### src/rtl/bcd_counter_n.sv
// -----------------------------------------------------------------------------
// bcd_counter_n
//
// Parameterised up/down BCD counter that counts over 0..LIMIT inclusive.
// Loads are range-checked, and a terminal-count pulse is raised on wrap/reload.
//
// Parameter
//   DIGITS    number of BCD digits (1..8); W = 4*DIGITS
//
// Ports
//   CLK       rising-edge clock
//   RESET     asynchronous, active-low reset (clears Q, TC and ERR)
//   CLR       synchronous clear, highest synchronous priority
//   LOAD      synchronous load of LOAD_VAL (rejected if it is not BCD or > LIMIT)
//   LOAD_VAL  [W] BCD value to load
//   EN        count enable
//   UP_DN     count direction, 1 = up, 0 = down
//   LIMIT     [W] BCD terminal value, sampled every cycle
//   Q         [W] registered BCD count, digit 0 in Q[3:0]
//   TC        registered one-cycle terminal-count pulse
//   ERR       registered one-cycle pulse for a rejected load
//
// Priority on a clock edge: CLR > LOAD > EN count > hold.
// -----------------------------------------------------------------------------
module bcd_counter_n #(
   parameter int DIGITS = 2
) (
   input  logic                  CLK,
   input  logic                  RESET,
   input  logic                  CLR,
   input  logic                  LOAD,
   input  logic [4*DIGITS-1:0]   LOAD_VAL,
   input  logic                  EN,
   input  logic                  UP_DN,
   input  logic [4*DIGITS-1:0]   LIMIT,
   output logic [4*DIGITS-1:0]   Q,
   output logic                  TC,
   output logic                  ERR
);

   localparam int W = 4 * DIGITS;

   logic [W-1:0] q_inc;
   logic [W-1:0] q_dec;
   logic         inc_carry;
   logic         dec_borrow;
   logic         load_is_bcd;
   logic         load_ok;

   logic [W-1:0] q_nxt;
   logic         tc_nxt;
   logic         err_nxt;

   // BCD increment: ripple a carry from digit 0 upward; a 9 rolls to 0.
   always_comb begin
      q_inc     = Q;
      inc_carry = 1'b1;
      for (int i = 0; i < DIGITS; i++) begin
         if (inc_carry) begin
            if (Q[4*i +: 4] == 4'd9) begin
               q_inc[4*i +: 4] = 4'd0;
            end else begin
               q_inc[4*i +: 4] = Q[4*i +: 4] + 4'd1;
               inc_carry       = 1'b0;
            end
         end
      end
   end

   // BCD decrement: ripple a borrow from digit 0 upward; a 0 rolls to 9.
   always_comb begin
      q_dec      = Q;
      dec_borrow = 1'b1;
      for (int i = 0; i < DIGITS; i++) begin
         if (dec_borrow) begin
            if (Q[4*i +: 4] == 4'd0) begin
               q_dec[4*i +: 4] = 4'd9;
            end else begin
               q_dec[4*i +: 4] = Q[4*i +: 4] - 4'd1;
               dec_borrow      = 1'b0;
            end
         end
      end
   end

   always_comb begin
      load_is_bcd = 1'b1;
      for (int i = 0; i < DIGITS; i++) begin
         if (LOAD_VAL[4*i +: 4] > 4'd9) begin
            load_is_bcd = 1'b0;
         end
      end
   end

   // For valid BCD operands the packed binary compare orders values exactly
   // like the decimal compare, so no conversion is needed.
   assign load_ok = load_is_bcd && (LOAD_VAL <= LIMIT);

   always_comb begin
      q_nxt   = Q;
      tc_nxt  = 1'b0;
      err_nxt = 1'b0;
      if (CLR) begin
         q_nxt = '0;
      end else if (LOAD) begin
         if (load_ok) begin
            q_nxt = LOAD_VAL;
         end else begin
            err_nxt = 1'b1;
         end
      end else if (EN) begin
         if (UP_DN) begin
            // Q >= LIMIT also catches a Q stranded above a lowered LIMIT.
            if (Q >= LIMIT) begin
               q_nxt  = '0;
               tc_nxt = 1'b1;
            end else begin
               q_nxt = q_inc;
            end
         end else begin
            if ((Q == '0) || (Q > LIMIT)) begin
               q_nxt  = LIMIT;
               tc_nxt = 1'b1;
            end else begin
               q_nxt = q_dec;
            end
         end
      end
   end

   always_ff @(posedge CLK or negedge RESET) begin
      if (!RESET) begin
         Q   <= '0;
         TC  <= 1'b0;
         ERR <= 1'b0;
      end else begin
         Q   <= q_nxt;
         TC  <= tc_nxt;
         ERR <= err_nxt;
      end
   end

endmodule

### config.mk
export PLATFORM = sky130hd
export DESIGN_NAME = bcd_counter_n
export DESIGN_NICKNAME = d
export VERILOG_FILES = /design/src/rtl/bcd_counter_n.sv
export SDC_FILE = /design/constraint.sdc
export NUM_CORES = 1
export LEC_CHECK = 0
export BUFFER_PORTS_ARGS = -buffer_cell sky130_fd_sc_hd__buf_2
export CORE_ASPECT_RATIO = 1.1
export CORE_UTILIZATION = 40
export CTS_BUF_LIST = sky130_fd_sc_hd__clkbuf_8
export DETAILED_ROUTE_END_ITERATION = 12
export MAX_ROUTING_LAYER = met4
export PLACE_DENSITY_LB_ADDON = 0.25
export SLEW_MARGIN = 25
export SYNTH_ARGS = -nofsm -noshare
export SYNTH_HDL_FRONTEND = slang
export SYNTH_SLANG_ARGS = --single-unit
### constraint.sdc
create_clock -name CLK -period 2.9 [get_ports CLK]
set_input_delay 0.145 -clock CLK [delete_from_list [all_inputs] [get_ports CLK]]
set_output_delay 0.145 -clock CLK [all_outputs]
set_load 0.02 [all_outputs]
==> results.py <==
metrics = {
    "cells_and_area": {
        "most_frequent_cells_in_the_layout": "sky130_fd_sc_hd__buf_2 (31), sky130_fd_sc_hd__ha_1 (22), sky130_fd_sc_hd__inv_1 (20), sky130_fd_sc_hd__a21oi_1 (12)",
        "area_delta_synth_final_pct": 19.4,
        "num-nets-final": 247,
        "final_layout_size_suffix_gt1_share_pct": 25.7,
        "layout.core_utilization_pct": 51.7,
        "antenna-diode-count": 0,
        "final_common_cell": "sky130_fd_sc_hd__buf_2",
    },
    "global_routing": {
        "globalRouteOverflowTotal": 0,
        "grt_pass1_wl_mm": 6.47,
        "grt_util_all_layers_pct": 23.6,
        "initial_antenna_violation_count": 0,
        "grt_start_max_net_pins": 14,
        "vias_in_the_first_global_route": 1415,
    },
    "synth": {
        "synth_area_per_cell_sq_um": 8.10,
        "post_synth_inst_count": 167,
        "main_synth_ff_type": "sky130_fd_sc_hd__dfrtp_1",
        "synthDistinctLibCells": 46,
        "ys_async_sr_fraction_pct": 100,
        "synth_edf_count": 0,
        "synth.ff_latch_count": 10,
        "part_of_the_yosys_area_used_for_sequential_elements_pct": 18.5,
        "mappedNetlistNets": 211,
        "mapped_cell_area_sq_um": 1350,
        "synth.yosys.warnings": 0,
    },
    "min_path": {
        "worstHoldPathType": "primary input to flop",
        "min-delay-start": "EN",
    },
    "pwr": {
        "ir_drop_v": 0.000294,
        "leakagePower_nw": 0.810,
        "power.total_mw": 0.931,
        "powerDensity_nw_per_um2": 576,
        "pwr-share-comb_pct": 58.6,
        "clock_power_share_pct": 18.7,
        "power.internal_mw": 0.517,
        "p_seq_share_pct": 22.7,
        "switching_share_pct": 44.5,
        "power.net_switching_mw": 0.414,
    },
    "floorplanning": {
        "row_count": 21,
        "die_span_in_x_microns": 57.4,
        "dieArea_sq_um": 3620,
        "floorplan.initialDensity_pct": 43.3,
        "chipHeight_microns": 63.0,
        "top_level_ports": 32,
        "core_region_area_sq_um": 3130,
    },
    "cts": {
        "cts.path.max_buffers": 2,
        "cts_made_buffers": 3,
        "cts_num_sinks": 10,
        "cts.root.buffer_cell": "sky130_fd_sc_hd__clkbuf_8",
        "h-tree-depth": 1,
        "clock_insertion_delay_worst_skew_ns": 0.23,
        "worst_setup_hold_path_clk_slew_ns": 0.05,
        "cts_tree": "yes",
        "cts_setup_buffers": 0,
    },
    "routing": {
        "first_iter_violations": 67,
        "remaining_drc_errors": 3,
        "number_of_vias_in_the_routed_layout": 1417,
        "post_drt_via_cell_ratio": 6.00,
        "drt-total-wl_mm": 3.86,
        "detail_route.first_pass.iterations": 8,
        "drtAntennaViolNets": 0,
        "wl_per_cell_microns": 16.3,
    },
    "critical_path": {
        "source_of_the_worst_register_to_register_timing_path": "Q[7]",
        "endpoint_kind": "flop",
        "critPathArrivalTime_ns": 2.68,
        "worstSetupPathType": "flop to flop",
        "required_ns": 3.02,
        "worstSetupStartpointType": "flop",
        "critical_path.max_fanout": 7,
        "setup.reg_to_reg.worst_slack_ns": 0.33,
        "startpoint": "Q[7]",
    },
    "flow_run": {
        "maxCapViolations": 0,
    },
    "timing": {
        "worst-slew-pin-transition_ns": 0.517,
        "slew_headroom_pct": 65.3,
        "max_freq_ghz": 0.390,
        "clock-skew-final_ns": 0.00114,
        "finalSetupViolCount": 0,
        "timing.final.crit_share_pct": 88.5,
        "finalWorstPathRequiredPeriod_ns": 2.57,
        "timing.final.max_slew_violations": 0,
        "setup_repair_after_global_routing_missed_its_margin": "no",
        "finalSetupTns_ns": 0,
        "timing_hold_violations_final": 0,
    },
    "placed_design": {
        "gp_congestion": 1.02,
        "detailed_placer_s_ending_hpwl_mm": 3.13,
        "placement.io_buffers": 31,
    },
    "run_status": {
        "status": "complete, but fails checks",
        "violations": "DRC",
    },
}
[power groups by stage]
stage | Sequential [mW] | Clock, mW | Combinational, mW
2_1_floorplan | 0.237 | 0 | 0.354
3_3_place_gp | 0.211 | 0 | 0.530
3_5_place_dp | 0.213 | 0 | 0.537
4_1_cts | 0.211 | 0.180 | 0.540
5_1_grt | 0.216 | 0.193 | 0.602
6_report | 0.211 | 0.174 | 0.546
[synthesized netlist by cell type, drive strengths merged, types with 4 or more instances]
| cell | n | share of area, % |
|---|---|---|
| ha | 22 | 20 |
| inv | 20 | 5.6 |
| a21oi | 12 | 4.4 |
| dfrtp | 10 | 19 |
| nand3 | 10 | 3.7 |
| nor2 | 10 | 3.0 |
| o21ai | 10 | 4.0 |
| nand2 | 8 | 2.2 |
| nor3 | 7 | 3.0 |
| buf | 5 | 2.2 |
| a31oi | 4 | 1.8 |
| mux2 | 4 | 4.4 |
| o31ai | 4 | 2.2 |
| xnor2 | 4 | 2.6 |
[worst paths after layout]
kind / cells past startpoint / end
worst max register to register: 8 / Q[5]
min in group asynchronous: 2 / Q[5]
worst max-delay path: 8 / Q[5]
worst min-delay path: 3 / TC
max in group asynchronous: 2 / Q[3]
worst min register to register: 2 / Q[2]
[layout make-up]
cell class	instances	area (sq um)
Inverter	20	75.1
Clock buffer	4	55.1
Tap cell	34	42.5
Multi-Input combinational cell	132	997
Fill cell	305	1510
Timing Repair Buffer	36	195
Sequential cell	10	250
[kinds of logic after synthesis]
| group | after synthesis | share of synthesized area, % |
|---|---|---|
| compound gates | 51 | 26.2 |
| simple gates | 48 | 18.0 |
| buf+inv | 25 | 7.77 |
| fa+ha+maj | 22 | 20.4 |
| flops | 10 | 18.5 |
| mux | 6 | 5.92 |
| xor+xnor | 5 | 3.24 |
[stage by stage]
step	cells	setup slack, ns	area, sq um	hold WS (ns)
floorplan	167	0.453	1350	-0.151
global placement	231	0.436	1550	0.0133
detailed placement	231	0.377	1550	0.0182
CTS	236	0.361	1620	0.221
global route	236	0.175	1620	0.239
finish	236	0.335	1620	0.221
[metal layers]
layer	track usage, %	vias to the layer above	part of all wire (%)
met1	28.7	657	44
met4	11.6	0	2.6
met5	-	-	0
met2	36.9	61	48
met3	4.55	8	5.5
li1	-	691	-
[flip-flops by register name, indices dropped and copies added, names as in the netlist]
name  cells
TC        1
ERR       1
Q         8
[timing repair]
action | in CTS | in global routing
hold endpoints to repair | 10 | 0
setup endpoints to repair | 0 | 0
hold buffers | 1 | 0
gates resized for setup | 0 | 0
[worst max-delay path, cell delays in order, from the launching register on]
cell and delay (ns):
sky130_fd_sc_hd__dfrtp_1 0.47, sky130_fd_sc_hd__ha_1 0.37, sky130_fd_sc_hd__nand4_1 0.17, sky130_fd_sc_hd__nand2b_1 0.19, sky130_fd_sc_hd__a21oi_1 0.18, sky130_fd_sc_hd__or2_1 0.30, sky130_fd_sc_hd__nand3b_1 0.14, sky130_fd_sc_hd__and3_1 0.31
sky130_fd_sc_hd__mux2_4 0.33
(Power assumes the default switching activity.)
